## config.mk

```make
export PLATFORM = sky130hd
export DESIGN_NAME = fref_retimer_mc
export DESIGN_NICKNAME = d
export VERILOG_FILES = /design/src/rtl/fref_retimer_mc.sv
export SDC_FILE = /design/constraint.sdc
export NUM_CORES = 1
export LEC_CHECK = 0
export ABC_AREA = 1
export BUFFER_PORTS_ARGS = -buffer_cell sky130_fd_sc_hd__buf_2
export CORE_MARGIN = 5
export CORE_UTILIZATION = 28
export DETAILED_ROUTE_END_ITERATION = 7
export PLACE_DENSITY = 0.45
export REMOVE_ABC_BUFFERS = 1
export SYNTH_ARGS = -nofsm -noshare
export SYNTH_HDL_FRONTEND = slang
export SYNTH_SLANG_ARGS = --single-unit
export TNS_END_PERCENT = 100
```

## constraint.sdc

```tcl
create_clock -name CKV -period 2.8 [get_ports CKV]
set_input_delay 0.14 -clock CKV [delete_from_list [all_inputs] [get_ports CKV]]
set_output_delay 0.14 -clock CKV [all_outputs]
set_load 0.02 [all_outputs]
```

## src/rtl/fref_retimer_mc.sv

```systemverilog
// fref_retimer_mc
// Retimes the asynchronous reference FREF into the CKV (DCO) domain, emits a
// one-cycle pulse per retimed rising edge, timestamps each edge with a
// free-running CKV counter and measures the FREF period in CKV cycles.
// A cycles-since-edge counter flags a missing reference.
//
// Ports:
//   CKV         DCO clock, the only clock of the block
//   RST         asynchronous active-high reset
//   FREF        reference input, asynchronous to CKV
//   EN          block enable, CKV domain
//   EDGESEL     0: nominal latency, 1: one extra retiming stage (quasi-static)
//   CKR         retimed FREF level
//   CKR_PULSE   one-CKV-cycle pulse on a retimed FREF rising edge
//   CKV_CNT     free-running CKV cycle counter (advances while EN=1)
//   CKV_SNAP    CKV_CNT captured at the last CKR_PULSE
//   PERIOD      CKV cycles between the last two retimed edges
//   SNAP_VLD    CKV_SNAP updated this cycle
//   PERIOD_VLD  PERIOD updated this cycle
//   TIMEOUT     sticky missing-reference flag
module fref_retimer_mc #(
  parameter int unsigned SYNC_STAGES = 2,
  parameter int unsigned CNT_W       = 16,
  parameter int unsigned TIMEOUT_CYC = 4095
) (
  input  logic             CKV,
  input  logic             RST,
  input  logic             FREF,
  input  logic             EN,
  input  logic             EDGESEL,
  output logic             CKR,
  output logic             CKR_PULSE,
  output logic [CNT_W-1:0] CKV_CNT,
  output logic [CNT_W-1:0] CKV_SNAP,
  output logic [CNT_W-1:0] PERIOD,
  output logic             SNAP_VLD,
  output logic             PERIOD_VLD,
  output logic             TIMEOUT
);

  typedef enum logic [1:0] {
    IDLE  = 2'd0,
    ACQ   = 2'd1,
    TRACK = 2'd2
  } state_t;

  localparam logic [CNT_W-1:0] CNT_ONE = CNT_W'(1);
  localparam logic [CNT_W-1:0] TO_LIM  = CNT_W'(TIMEOUT_CYC);
  localparam logic [CNT_W-1:0] TO_PRE  = CNT_W'(TIMEOUT_CYC - 1);

  // The CKR flop is itself the last synchroniser stage, so only
  // SYNC_STAGES-1 flops precede it; ext_q is the optional extra stage.
  logic [SYNC_STAGES-2:0] sync_q;
  logic                   ext_q;
  logic                   ckr_q, ckr_d;
  logic                   pulse_q, pulse_d;
  state_t                 state_q, state_d;
  logic [CNT_W-1:0]       cnt_q, cnt_d;
  logic [CNT_W-1:0]       snap_q, snap_d;
  logic [CNT_W-1:0]       period_q, period_d;
  logic [CNT_W-1:0]       since_q, since_d;
  logic                   snap_vld_q, snap_vld_d;
  logic                   period_vld_q, period_vld_d;
  logic                   timeout_q, timeout_d;

  // Synchroniser runs regardless of EN so CKR always reflects FREF.
  always_ff @(posedge CKV or posedge RST) begin
    if (RST) begin
      sync_q <= '0;
      ext_q  <= 1'b0;
    end else begin
      sync_q[0] <= FREF;
      for (int unsigned i = 1; i < SYNC_STAGES - 1; i++) begin
        sync_q[i] <= sync_q[i-1];
      end
      ext_q <= sync_q[SYNC_STAGES-2];
    end
  end

  always_comb begin
    ckr_d        = EDGESEL ? ext_q : sync_q[SYNC_STAGES-2];
    // Registered rise detect: the pulse lands in the first high cycle of CKR.
    pulse_d      = EN && (state_q != IDLE) && ckr_d && !ckr_q;
    state_d      = state_q;
    cnt_d        = EN ? cnt_q + CNT_ONE : cnt_q;
    snap_d       = snap_q;
    period_d     = period_q;
    since_d      = since_q;
    snap_vld_d   = 1'b0;
    period_vld_d = 1'b0;
    timeout_d    = timeout_q;

    if (!EN) begin
      state_d   = IDLE;
      since_d   = '0;
      timeout_d = 1'b0;
    end else begin
      case (state_q)
        IDLE: begin
          state_d = ACQ;
          since_d = '0;
        end
        ACQ, TRACK: begin
          // Edge capture takes priority over a timeout reached in the same cycle.
          if (pulse_d) begin
            snap_d     = cnt_q;
            snap_vld_d = 1'b1;
            since_d    = '0;
            timeout_d  = 1'b0;
            state_d    = TRACK;
            if (state_q == TRACK) begin
              period_d     = cnt_q - snap_q;
              period_vld_d = 1'b1;
            end
          end else if (since_q != TO_LIM) begin
            since_d = since_q + CNT_ONE;
            if (since_q == TO_PRE) begin
              timeout_d = 1'b1;
              state_d   = ACQ;
            end
          end
        end
        default: state_d = IDLE;
      endcase
    end
  end

  always_ff @(posedge CKV or posedge RST) begin
    if (RST) begin
      ckr_q        <= 1'b0;
      pulse_q      <= 1'b0;
      state_q      <= IDLE;
      cnt_q        <= '0;
      snap_q       <= '0;
      period_q     <= '0;
      since_q      <= '0;
      snap_vld_q   <= 1'b0;
      period_vld_q <= 1'b0;
      timeout_q    <= 1'b0;
    end else begin
      ckr_q        <= ckr_d;
      pulse_q      <= pulse_d;
      state_q      <= state_d;
      cnt_q        <= cnt_d;
      snap_q       <= snap_d;
      period_q     <= period_d;
      since_q      <= since_d;
      snap_vld_q   <= snap_vld_d;
      period_vld_q <= period_vld_d;
      timeout_q    <= timeout_d;
    end
  end

  assign CKR        = ckr_q;
  assign CKR_PULSE  = pulse_q;
  assign CKV_CNT    = cnt_q;
  assign CKV_SNAP   = snap_q;
  assign PERIOD     = period_q;
  assign SNAP_VLD   = snap_vld_q;
  assign PERIOD_VLD = period_vld_q;
  assign TIMEOUT    = timeout_q;

endmodule

```

==> flow_metrics.env, run 1 <==
export IMPL_die_x_um=135
export IMPL_worstMarginPinSlew_ps=696
export IMPL_use_met1=0.185
export IMPL_synth_common_cells="nand2_1 (205), inv_1 (95), dfrtp_1 (73)"
export IMPL_finish_utilization=0.341
export IMPL_critPathMaxFanout=15
export IMPL_dr_total_vias=3925
export IMPL_placementRows=45
export IMPL_end_kind="flop"
export IMPL_min_period_ps=2180
export IMPL_vias_per_cell=4.40
export IMPL_ys_warn_count=0
export IMPL_synth_edf_count=0
export IMPL_ys_ff_latch=73
export IMPL_area_delta_synth_final_pct=18.8
export IMPL_seqPwrFrac=0.324
export IMPL_relSlewSlack=0.535
export IMPL_grt_usage=0.135
export IMPL_powerDensity_nw_per_um2=866
export IMPL_fin_skew_ps=5.60
export IMPL_slowest_stage="dfrtp_1"
export IMPL_hold_viol=0
export IMPL_clkPwrFrac=0.241
export IMPL_grt_busiest_layer="met2"
export IMPL_worstPathCellList="inv_1, ha_1, inv_1, nand2_1, nor2_1, nand2_1, nand3_1, nand2_1, nand2_4, inv_2, nor2_1, nor2_1"
export IMPL_drv_slew=0
export IMPL_rsz0062_at_grt="false"
export IMPL_p_sw_mw=1.96
export IMPL_die_area_sq_um=18300
export IMPL_total_power_mw=4.52
export IMPL_synth_ff_type="dfrtp_1"
export IMPL_cts_setup_buffers=0
export IMPL_insertion_delay_ps=340
export IMPL_ir_drop_uv=314
export IMPL_internal_power_mw=2.57
export IMPL_hp_class="input pin to flop"
export IMPL_diodes=0
export IMPL_dpl_hpwl_um=8990
export IMPL_initial_core_util=0.287
export IMPL_leakagePower_nw=2.84
export IMPL_cts_sinks=73
export IMPL_criticalPathCategory="flop to flop"
export IMPL_seq_area_frac_synth=0.415
export IMPL_synth_top_area_share=0.415
export IMPL_synth_area_sq_um=4400
export IMPL_grt_pass1_wl_um=19700
export IMPL_io_buffers=57
export IMPL_yosysMostFrequentCell="nand2_1"
export IMPL_synth_cells=611
export IMPL_cts_buffers_inserted=9
export IMPL_slowest_delay_ps=400
export IMPL_wl_per_cell_um=13.2
export IMPL_p_sw_frac=0.432
export IMPL_ant_nets=0
export IMPL_die_h_um=135
export IMPL_drv_cap=0
export IMPL_first_pass_iters=4
export IMPL_drt_total_wl_um=11800
export IMPL_cts_tree="yes"
export IMPL_grt_overflow=0
export IMPL_final_nets=703
export IMPL_fillers=1677
export IMPL_multi_input_comb_area_sq_um=2130
export IMPL_stdcell_count=892
export IMPL_required_ps=3070
export IMPL_routabilityCongestion=0.873
export IMPL_io_pins=58
export IMPL_grtUsageMet2=0.210
export IMPL_combPwrFrac=0.436
export IMPL_reg2reg_slack_ps=620
export IMPL_drc=0
export IMPL_cts_resized=0
export IMPL_post_place_cells=874
export IMPL_grt_max_degree=32
export IMPL_drive_above_1_share=0.134
export IMPL_use_met3=0.0245
export IMPL_drt_iter0_markers=297
export IMPL_critPathArrivalTime_ps=2450
export IMPL_synth_area_leaders="dfrtp_1 (42%), nand2_1 (18%), inv_1 (8.1%)"
export IMPL_finalSetupViolations=0
export IMPL_tns_ps=0
export IMPL_first_global_vias=3877
export IMPL_clk_pin_slew_ps=60
export IMPL_synth_distinct_cells=29
export IMPL_cts_root_buf="clkbuf_16"
export IMPL_antenna_found_initial=0
export IMPL_clockBufferDepth=2
export IMPL_post_route_period_util=0.778
export IMPL_cts_htree_levels=3
export IMPL_postSynthAreaPerCell_sq_um=7.20
export IMPL_synthArstFlopShare=1.00
export IMPL_synth_top_cell_by_area="dfrtp_1"
export IMPL_fmax_mhz=459
export IMPL_outcome="finished, final reports clean"
export IMPL_hold_buffers=2
export IMPL_seq_area_sq_um=1830
export IMPL_start_kind="flop"
export IMPL_core_sq_um=15300
## cell type report
cell class / instances / share of cell area
tap: 211 / 0.0506
sequential: 73 / 0.350
clock buffer: 13 / 0.0498
clock inverter: 3 / 0.00287
timing repair buffer: 66 / 0.0685
multi-input combinational: 429 / 0.408
inverter: 97 / 0.0700
## layout by cell type (no fill, tap or decap), drive strengths merged, types with 2 or more instances in the layout
| cell type | Yosys | routed |
|---|---|---|
| nand2 | 209 | 209 |
| inv | 96 | 95 |
| dfrtp | 73 | 73 |
| buf | 10 | 64 |
| nor2 | 53 | 53 |
| nand3 | 52 | 52 |
| o21ai | 33 | 33 |
| ha | 21 | 21 |
| xor2 | 14 | 14 |
| clkbuf | 2 | 13 |
| a21oi | 11 | 11 |
| nor3 | 10 | 10 |
| xnor2 | 9 | 9 |
| nand4 | 9 | 9 |
| clkinv | 1 | 5 |
| or2 | 2 | 2 |
| o22ai | 2 | 2 |
| nand3b | 2 | 2 |
| dlygate4sd3 | 0 | 2 |
## logic make-up after synthesis
family          share of synthesized area
simple gates                        0.319
buf+inv                            0.0999
flops                               0.415
compound gates                     0.0555
xor+xnor                           0.0458
fa+ha+maj                          0.0643
## critical path, delay by kind of cell (launching register included)
| family | cells | cell delay [ps] |
|---|---|---|
| simple gates | 8 | 1150 |
| flops | 1 | 400 |
| buf+inv | 3 | 370 |
| fa+ha+maj | 1 | 160 |
## worst paths after layout
| check | start | end | cells past startpoint |
|---|---|---|---|
| max in group asynchronous | RST | since_q[12] | 4 |
| setup / recovery | state_q[1] | since_q[2] | 12 |
| setup reg to reg | state_q[1] | since_q[2] | 12 |
| hold / removal | EDGESEL | CKR | 3 |
| min in group asynchronous | RST | CKV_SNAP[13] | 3 |
| hold reg to reg | sync_q | ext_q | 0 |
## layer usage
layer	share of wire	wire (um)
met1	0.51	5960
met5	0	0
met3	0.040	475
met4	0.021	246
met2	0.43	5090
## stage by stage
stage	hold WS [ps]	instance area, sq um	worst slack (ps)
5_1_grt	80.1	5220	349
2_1_floorplan	171	4320	501
4_1_cts	47.4	5220	593
3_5_place_dp	216	4930	617
3_3_place_gp	218	4930	670
6_report	54.9	5220	621
## power by group through the flow
stage | combinational [mW] | sequential, mW | clock [mW]
after floorplan | 1.19 | 1.66 | 0
after global placement | 1.99 | 1.48 | 0
after detailed placement | 1.98 | 1.49 | 0
after CTS | 1.99 | 1.47 | 1.13
after global routing | 2.24 | 1.51 | 1.17
final | 1.97 | 1.46 | 1.09
## flip-flops by register name, indices dropped and copies added (netlist names)
signal / flops
ext_q: 1
state_q: 2
since_q: 16
sync_q: 1
CKR_PULSE: 1
CKV_SNAP: 16
TIMEOUT: 1
CKR: 1
CKV_CNT: 16
SNAP_VLD: 1
PERIOD: 16
PERIOD_VLD: 1
Note: power is estimated with default switching activity, not from simulation.
==> run 2, diff against run 1 <==
--- a/config.mk
+++ b/config.mk
@@ -10,7 +10,7 @@
 export CORE_MARGIN = 5
 export CORE_UTILIZATION = 28
 export DETAILED_ROUTE_END_ITERATION = 7
-export PLACE_DENSITY = 0.45
+export PLACE_DENSITY = 0.46
 export REMOVE_ABC_BUFFERS = 1
 export SYNTH_ARGS = -nofsm -noshare
 export SYNTH_HDL_FRONTEND = slang
==> constraint.sdc (replaced) <==
create_clock -name CKV -period 1.8 [get_ports CKV]
set_input_delay 0.09 -clock CKV [delete_from_list [all_inputs] [get_ports CKV]]
set_output_delay 0.09 -clock CKV [all_outputs]
set_load 0.02 [all_outputs]
==> run 2 against run 1 <==
  * Combinational power is 92% higher
  * Worst hold slack got worse by 9.3 ps
  * Clock power increased by 61%
  * Worst setup slack got worse by 520 ps
  * Utilization rose by 2.9 points
  * Clock skew rose by 2.9 ps
  * Final cell count increased by 3.8%
  * First-iteration DRC count fell by 25%
  * Global-route usage is 0.66 points higher
  * Critical path type unchanged
  * Largest cell class unchanged
==> flow_metrics.env, run 2 (synthesis gave the netlist of run 1 again) <==
export IMPL_die_area_sq_um=18300
export IMPL_drv_slew=0
export IMPL_wl_per_cell_um=13.5
export IMPL_slowest_stage="dfrtp_1"
export IMPL_critPathMaxFanout=4
export IMPL_criticalPathCategory="flop to flop"
export IMPL_grt_usage=0.142
export IMPL_cts_tree="yes"
export IMPL_rsz0062_at_grt="true"
export IMPL_relSlewSlack=0.643
export IMPL_post_route_period_util=0.943
export IMPL_fmax_mhz=589
export IMPL_initial_core_util=0.287
export IMPL_required_ps=2030
export IMPL_crit_family="simple AND/OR/NAND/NOR gates"
export IMPL_final_nets=738
export IMPL_area_delta_synth_final_pct=29.1
export IMPL_cts_sinks=73
export IMPL_min_period_ps=1700
export IMPL_drt_total_wl_um=12500
export IMPL_critPathArrivalTime_ps=1930
export IMPL_path_buf_inv=2
export IMPL_finalSetupViolations=0
export IMPL_dpl_hpwl_um=9600
export IMPL_layout_setup_ws_ps=102
export IMPL_stdcell_count=926
export IMPL_die_x_um=135
export IMPL_grt_pass1_wl_um=20500
export IMPL_clockBufferDepth=2
export IMPL_diodes=0
export IMPL_clk_pin_slew_ps=60
export IMPL_first_global_vias=3941
export IMPL_post_place_cells=908
export IMPL_drv_cap=0
export IMPL_placementRows=45
export IMPL_ir_drop_uv=498
export IMPL_cts_buffers_inserted=9
export IMPL_insertion_delay_ps=340
export IMPL_die_h_um=135
export IMPL_cts_root_buf="clkbuf_16"
export IMPL_grt_max_degree=28
export IMPL_pre_cts_slack_ps=-104
export IMPL_drt_iter0_markers=222
export IMPL_fillers=1679
export IMPL_first_pass_iters=5
export IMPL_mostFrequentLayoutCell="nand2_1"
export IMPL_leakagePower_nw=3.04
export IMPL_io_buffers=57
export IMPL_hp_class="input pin to flop"
export IMPL_final_cell_mix="nand2_1 (200), inv_1 (92), dfrtp_1 (72)"
export IMPL_outcome="finished, final reports clean"
export IMPL_end_kind="flop"
export IMPL_drive_above_1_share=0.214
export IMPL_worstPathCellList="inv_1, ha_1, nand2_1, inv_1, nand2_1, nand3_2, or2_2, nand3_1, nand2_1"
export IMPL_fin_skew_ps=8.52
export IMPL_io_pins=58
export IMPL_core_sq_um=15300
export IMPL_powerDensity_nw_per_um2=1350
export IMPL_drc=0
export IMPL_ant_nets=0
export IMPL_cts_htree_levels=3
export IMPL_crit_path_frequent_cell="nand2_1"
export IMPL_start_kind="flop"
export IMPL_vias_per_cell=4.36
export IMPL_worstMarginPinSlew_ps=534
export IMPL_antenna_found_initial=0
export IMPL_grt_overflow=0
export IMPL_dr_total_vias=4033
export IMPL_hold_viol=0
export IMPL_slowest_delay_ps=350
export IMPL_routabilityCongestion=0.840
-- run 2: cell count changes in the layout (fill, tap and decap cells not counted), moves of 2 or more --
cell and change:
nand3_2 +6, inv_1 -2, buf_12 +4, ha_1 -8, ha_2 +5, clkinv_2 -2
nand2_1 -5, ha_4 +3, nand2_2 +5, nand3_1 -7, buf_4 +29
-- run 2: path summary, 6_finish.rpt --
path	cells after the start	to	slack (ps)	startpoint
setup / recovery	9	PERIOD[6]	100	CKV_SNAP[5]
hold / removal	3	CKR	50	EDGESEL
setup reg to reg	9	PERIOD[6]	100	CKV_SNAP[5]
hold reg to reg	0	ext_q	380	sync_q
max in group asynchronous	4	CKV_CNT[8]	960	RST
min in group asynchronous	3	CKV_SNAP[14]	310	RST
-- run 2: layout make-up --
cell class / count / area (sq um) / share of cell area
multi-input combinational: 430 / 2260 / 0.399
sequential: 73 / 1830 / 0.322
timing repair buffer: 100 / 667 / 0.118
inverter: 97 / 368 / 0.0648
clock buffer: 13 / 270 / 0.0476
tap: 211 / 264 / 0.0465
clock inverter: 2 / 12.5 / 0.00221
-- run 2: worst min-delay path, cell delays in order --
cell     delay (ps)
buf_2            90
nand2_1          40
nand2_1         110
-- run 2: layer usage --
layer  vias to the layer above  share of wire  GRT usage
met3                        15          0.041     0.0253
li1                       2100              -          -
met1                      1847           0.50      0.197
met5                         -              0          0
met4                         0          0.018     0.0521
met2                        71           0.44      0.220
-- run 2: per-stage QoR --
| step | cell area (sq um) | TNS, ps | hold slack [ps] | utilization | power, mW |
|---|---|---|---|---|---|
| global route | 5670 | -27.3 | 67.9 | 0.371 | 8.28 |
| floorplan | 4320 | -20000 | 121 | - | 4.44 |
| finish | 5670 | 0 | 45.6 | 0.371 | 7.68 |
| global placement | 5230 | -869 | 143 | 0.342 | 5.67 |
| CTS | 5560 | 0 | 35.6 | 0.363 | 7.55 |
| detailed placement | 5230 | -996 | 152 | 0.342 | 5.72 |
-- run 2: timing repair --
item                                   4_1_cts  5_1_grt
resized for setup                            5       30
setup endpoints to repair                   17       35
setup buffers                                0        0
hold buffers                                 2        0
cloned                                       0        1
endpoints found under the hold margin       25        0
pin swaps                                    0        2
-- run 2: power breakdown --
part           total [mW]  internal (mW)  switching (mW)
Clock                1.75           1.04           0.709
Combinational        3.78           1.40            2.38
Sequential           2.15           1.95           0.200
==> run 3, diff against run 2 <==
--- a/config.mk
+++ b/config.mk
@@ -8,9 +8,10 @@
 export ABC_AREA = 1
 export BUFFER_PORTS_ARGS = -buffer_cell sky130_fd_sc_hd__buf_2
 export CORE_MARGIN = 5
-export CORE_UTILIZATION = 28
+export CORE_UTILIZATION = 32
 export DETAILED_ROUTE_END_ITERATION = 7
-export PLACE_DENSITY = 0.46
+export HOLD_SLACK_MARGIN = 0.06
+export PLACE_DENSITY = 0.51
 export REMOVE_ABC_BUFFERS = 1
 export SYNTH_ARGS = -nofsm -noshare
 export SYNTH_HDL_FRONTEND = slang
==> run 3 against run 2 <==
  * Combinational power increased by 3%
  * Utilization grew 6.4 points
  * Worst setup slack got worse by 54 ps
  * Sequential power about the same
==> flow_metrics.env, run 3 (synthesis gave the netlist of run 1 again) <==
export IMPL_outcome="finished, final reports clean"
export IMPL_insertion_delay_ps=340
export IMPL_required_ps=2020
export IMPL_critPathMaxFanout=7
export IMPL_fin_skew_ps=4.95
export IMPL_placementRows=42
export IMPL_cts_root_buf="clkbuf_16"
export IMPL_clockBufferDepth=2
export IMPL_clkPwrFrac=0.238
export IMPL_seqPwrFrac=0.273
export IMPL_routabilityCongestion=0.862
export IMPL_drc=0
export IMPL_rsz0062_at_grt="true"
export IMPL_cts_buffers_inserted=9
export IMPL_cts_tree="yes"
export IMPL_fillers=1362
export IMPL_area_delta_synth_final_pct=32.0
export IMPL_drt_iter0_markers=279
export IMPL_criticalPathCategory="flop to flop"
export IMPL_final_cell_mix="nand2_1 (200), inv_1 (87), dfrtp_1 (70)"
export IMPL_die_area_sq_um=16200
export IMPL_mostFrequentLayoutCell="nand2_1"
export IMPL_rr_startpoint="state_q[1]"
export IMPL_tns_ps=0
export IMPL_stdcell_count=899
export IMPL_critPathArrivalTime_ps=1970
export IMPL_wl_per_cell_um=14.2
export IMPL_pre_cts_slack_ps=-16.9
export IMPL_hp_start="EN"
export IMPL_internal_power_mw=4.63
export IMPL_whs_ps=99.6
export IMPL_worstMarginPinSlew_ps=439
export IMPL_p_sw_frac=0.418
export IMPL_end_kind="flop"
export IMPL_post_route_period_util=0.973
export IMPL_start_kind="flop"
export IMPL_grt_usage=0.155
export IMPL_ant_nets=0
export IMPL_slowest_delay_ps=380
export IMPL_io_pins=58
export IMPL_die_x_um=127
export IMPL_io_buffers=57
export IMPL_worstPathCellList="inv_2, ha_4, inv_2, nand2_1, nor2_1, nand2_2, buf_6, nor2_4, clkbuf_16, o21ai_0"
export IMPL_finalSetupViolations=0
export IMPL_clk_pin_slew_ps=60
export IMPL_drv_slew=0
export IMPL_powerDensity_nw_per_um2=1370
export IMPL_diodes=0
export IMPL_antenna_found_initial=0
export IMPL_initial_core_util=0.329
export IMPL_grt_overflow=0
export IMPL_die_h_um=127
export IMPL_p_sw_mw=3.32
export IMPL_drv_cap=0
export IMPL_combPwrFrac=0.489
export IMPL_drt_total_wl_um=12800
export IMPL_relSlewSlack=0.706
export IMPL_fmax_mhz=571
export IMPL_cts_sinks=73
export IMPL_first_pass_iters=4
export IMPL_cp_startpoint="state_q[1]"
export IMPL_min_period_ps=1750
export IMPL_core_sq_um=13300
export IMPL_grt_pass1_wl_um=20200
export IMPL_reg2reg_slack_ps=50
export IMPL_ir_drop_uv=516
export IMPL_slowest_stage="dfrtp_1"
export IMPL_dr_total_vias=4124
export IMPL_cts_htree_levels=3
export IMPL_hp_class="input pin to flop"
export IMPL_grt_max_degree=30
export IMPL_drive_above_1_share=0.234
export IMPL_layout_setup_ws_ps=48.1
export IMPL_final_nets=745
export IMPL_crit_path_frequent_cell="inv_2"
export IMPL_dpl_hpwl_um=9310
export IMPL_leakagePower_nw=3.07
export IMPL_post_place_cells=867
export IMPL_hold_viol=0
export IMPL_first_global_vias=3973
export IMPL_vias_per_cell=4.59
==> run 3: path summary, 6_finish.rpt <==
check,to,cells after the start
max in group asynchronous,CKV_CNT[8],4
min in group asynchronous,PERIOD[0],3
worst max-delay path,CKV_SNAP[7],10
worst max register to register,CKV_SNAP[7],10
worst min-delay path,since_q[7],3
worst min register to register,ext_q,0
==> run 3: cell type report <==
cell class / instances / area (sq um) / share of cell area
Inverter: 97 / 373 / 0.0642
Tap cell: 176 / 220 / 0.0379
Clock inverter: 4 / 50.0 / 0.00862
Sequential cell: 73 / 1830 / 0.315
Clock buffer: 12 / 267 / 0.0459
Multi-Input combinational cell: 430 / 2320 / 0.399
Timing Repair Buffer: 107 / 748 / 0.129
==> run 3: metrics by stage <==
stage / util / cell area [sq um] / power (mW)
3_3_place_gp: 0.383 / 5120 / 5.56
5_1_grt: 0.435 / 5800 / 8.60
6_report: 0.435 / 5800 / 7.95
3_5_place_dp: 0.383 / 5120 / 5.61
2_1_floorplan: - / 4320 / 4.44
4_1_cts: 0.410 / 5470 / 7.57
==> run 3: what timing repair did <==
item / 4_1_cts / 5_1_grt
endpoints found under the setup margin: 1 / 51
gates cloned: 0 / 4
pin swaps: 0 / 4
hold endpoints to repair: 60 / 0
hold buffers: 3 / 0
buffers inserted: 0 / 9
resized for setup: 1 / 53
==> run 3: metal layers <==
layer | vias to the layer above | GRT usage | share of wire
li1 | 2119 | - | -
met1 | 1906 | 0.206 | 0.46
met2 | 92 | 0.256 | 0.48
met3 | 7 | 0.0371 | 0.060
met4 | 0 | 0.0404 | 0.0057
met5 | - | 0 | 0
==> run 3: worst max-delay path, delay by kind of cell, from the launching register on <==
kind / cells / cell delay (ps)
buffers and inverters: 4 / 480
AOI/OAI and AO/OA: 1 / 80
adders and majority gates: 1 / 160
and+or+nand+nor: 4 / 540
DFF: 1 / 380
==> run 3: power by group through the flow <==
stage,Sequential (mW),Combinational (mW),Clock [mW]
floorplan,2.59,1.85,0
global placement,2.17,3.39,0
detailed placement,2.18,3.43,0
CTS,2.15,3.46,1.95
global route,2.21,4.37,2.02
finish,2.17,3.89,1.89
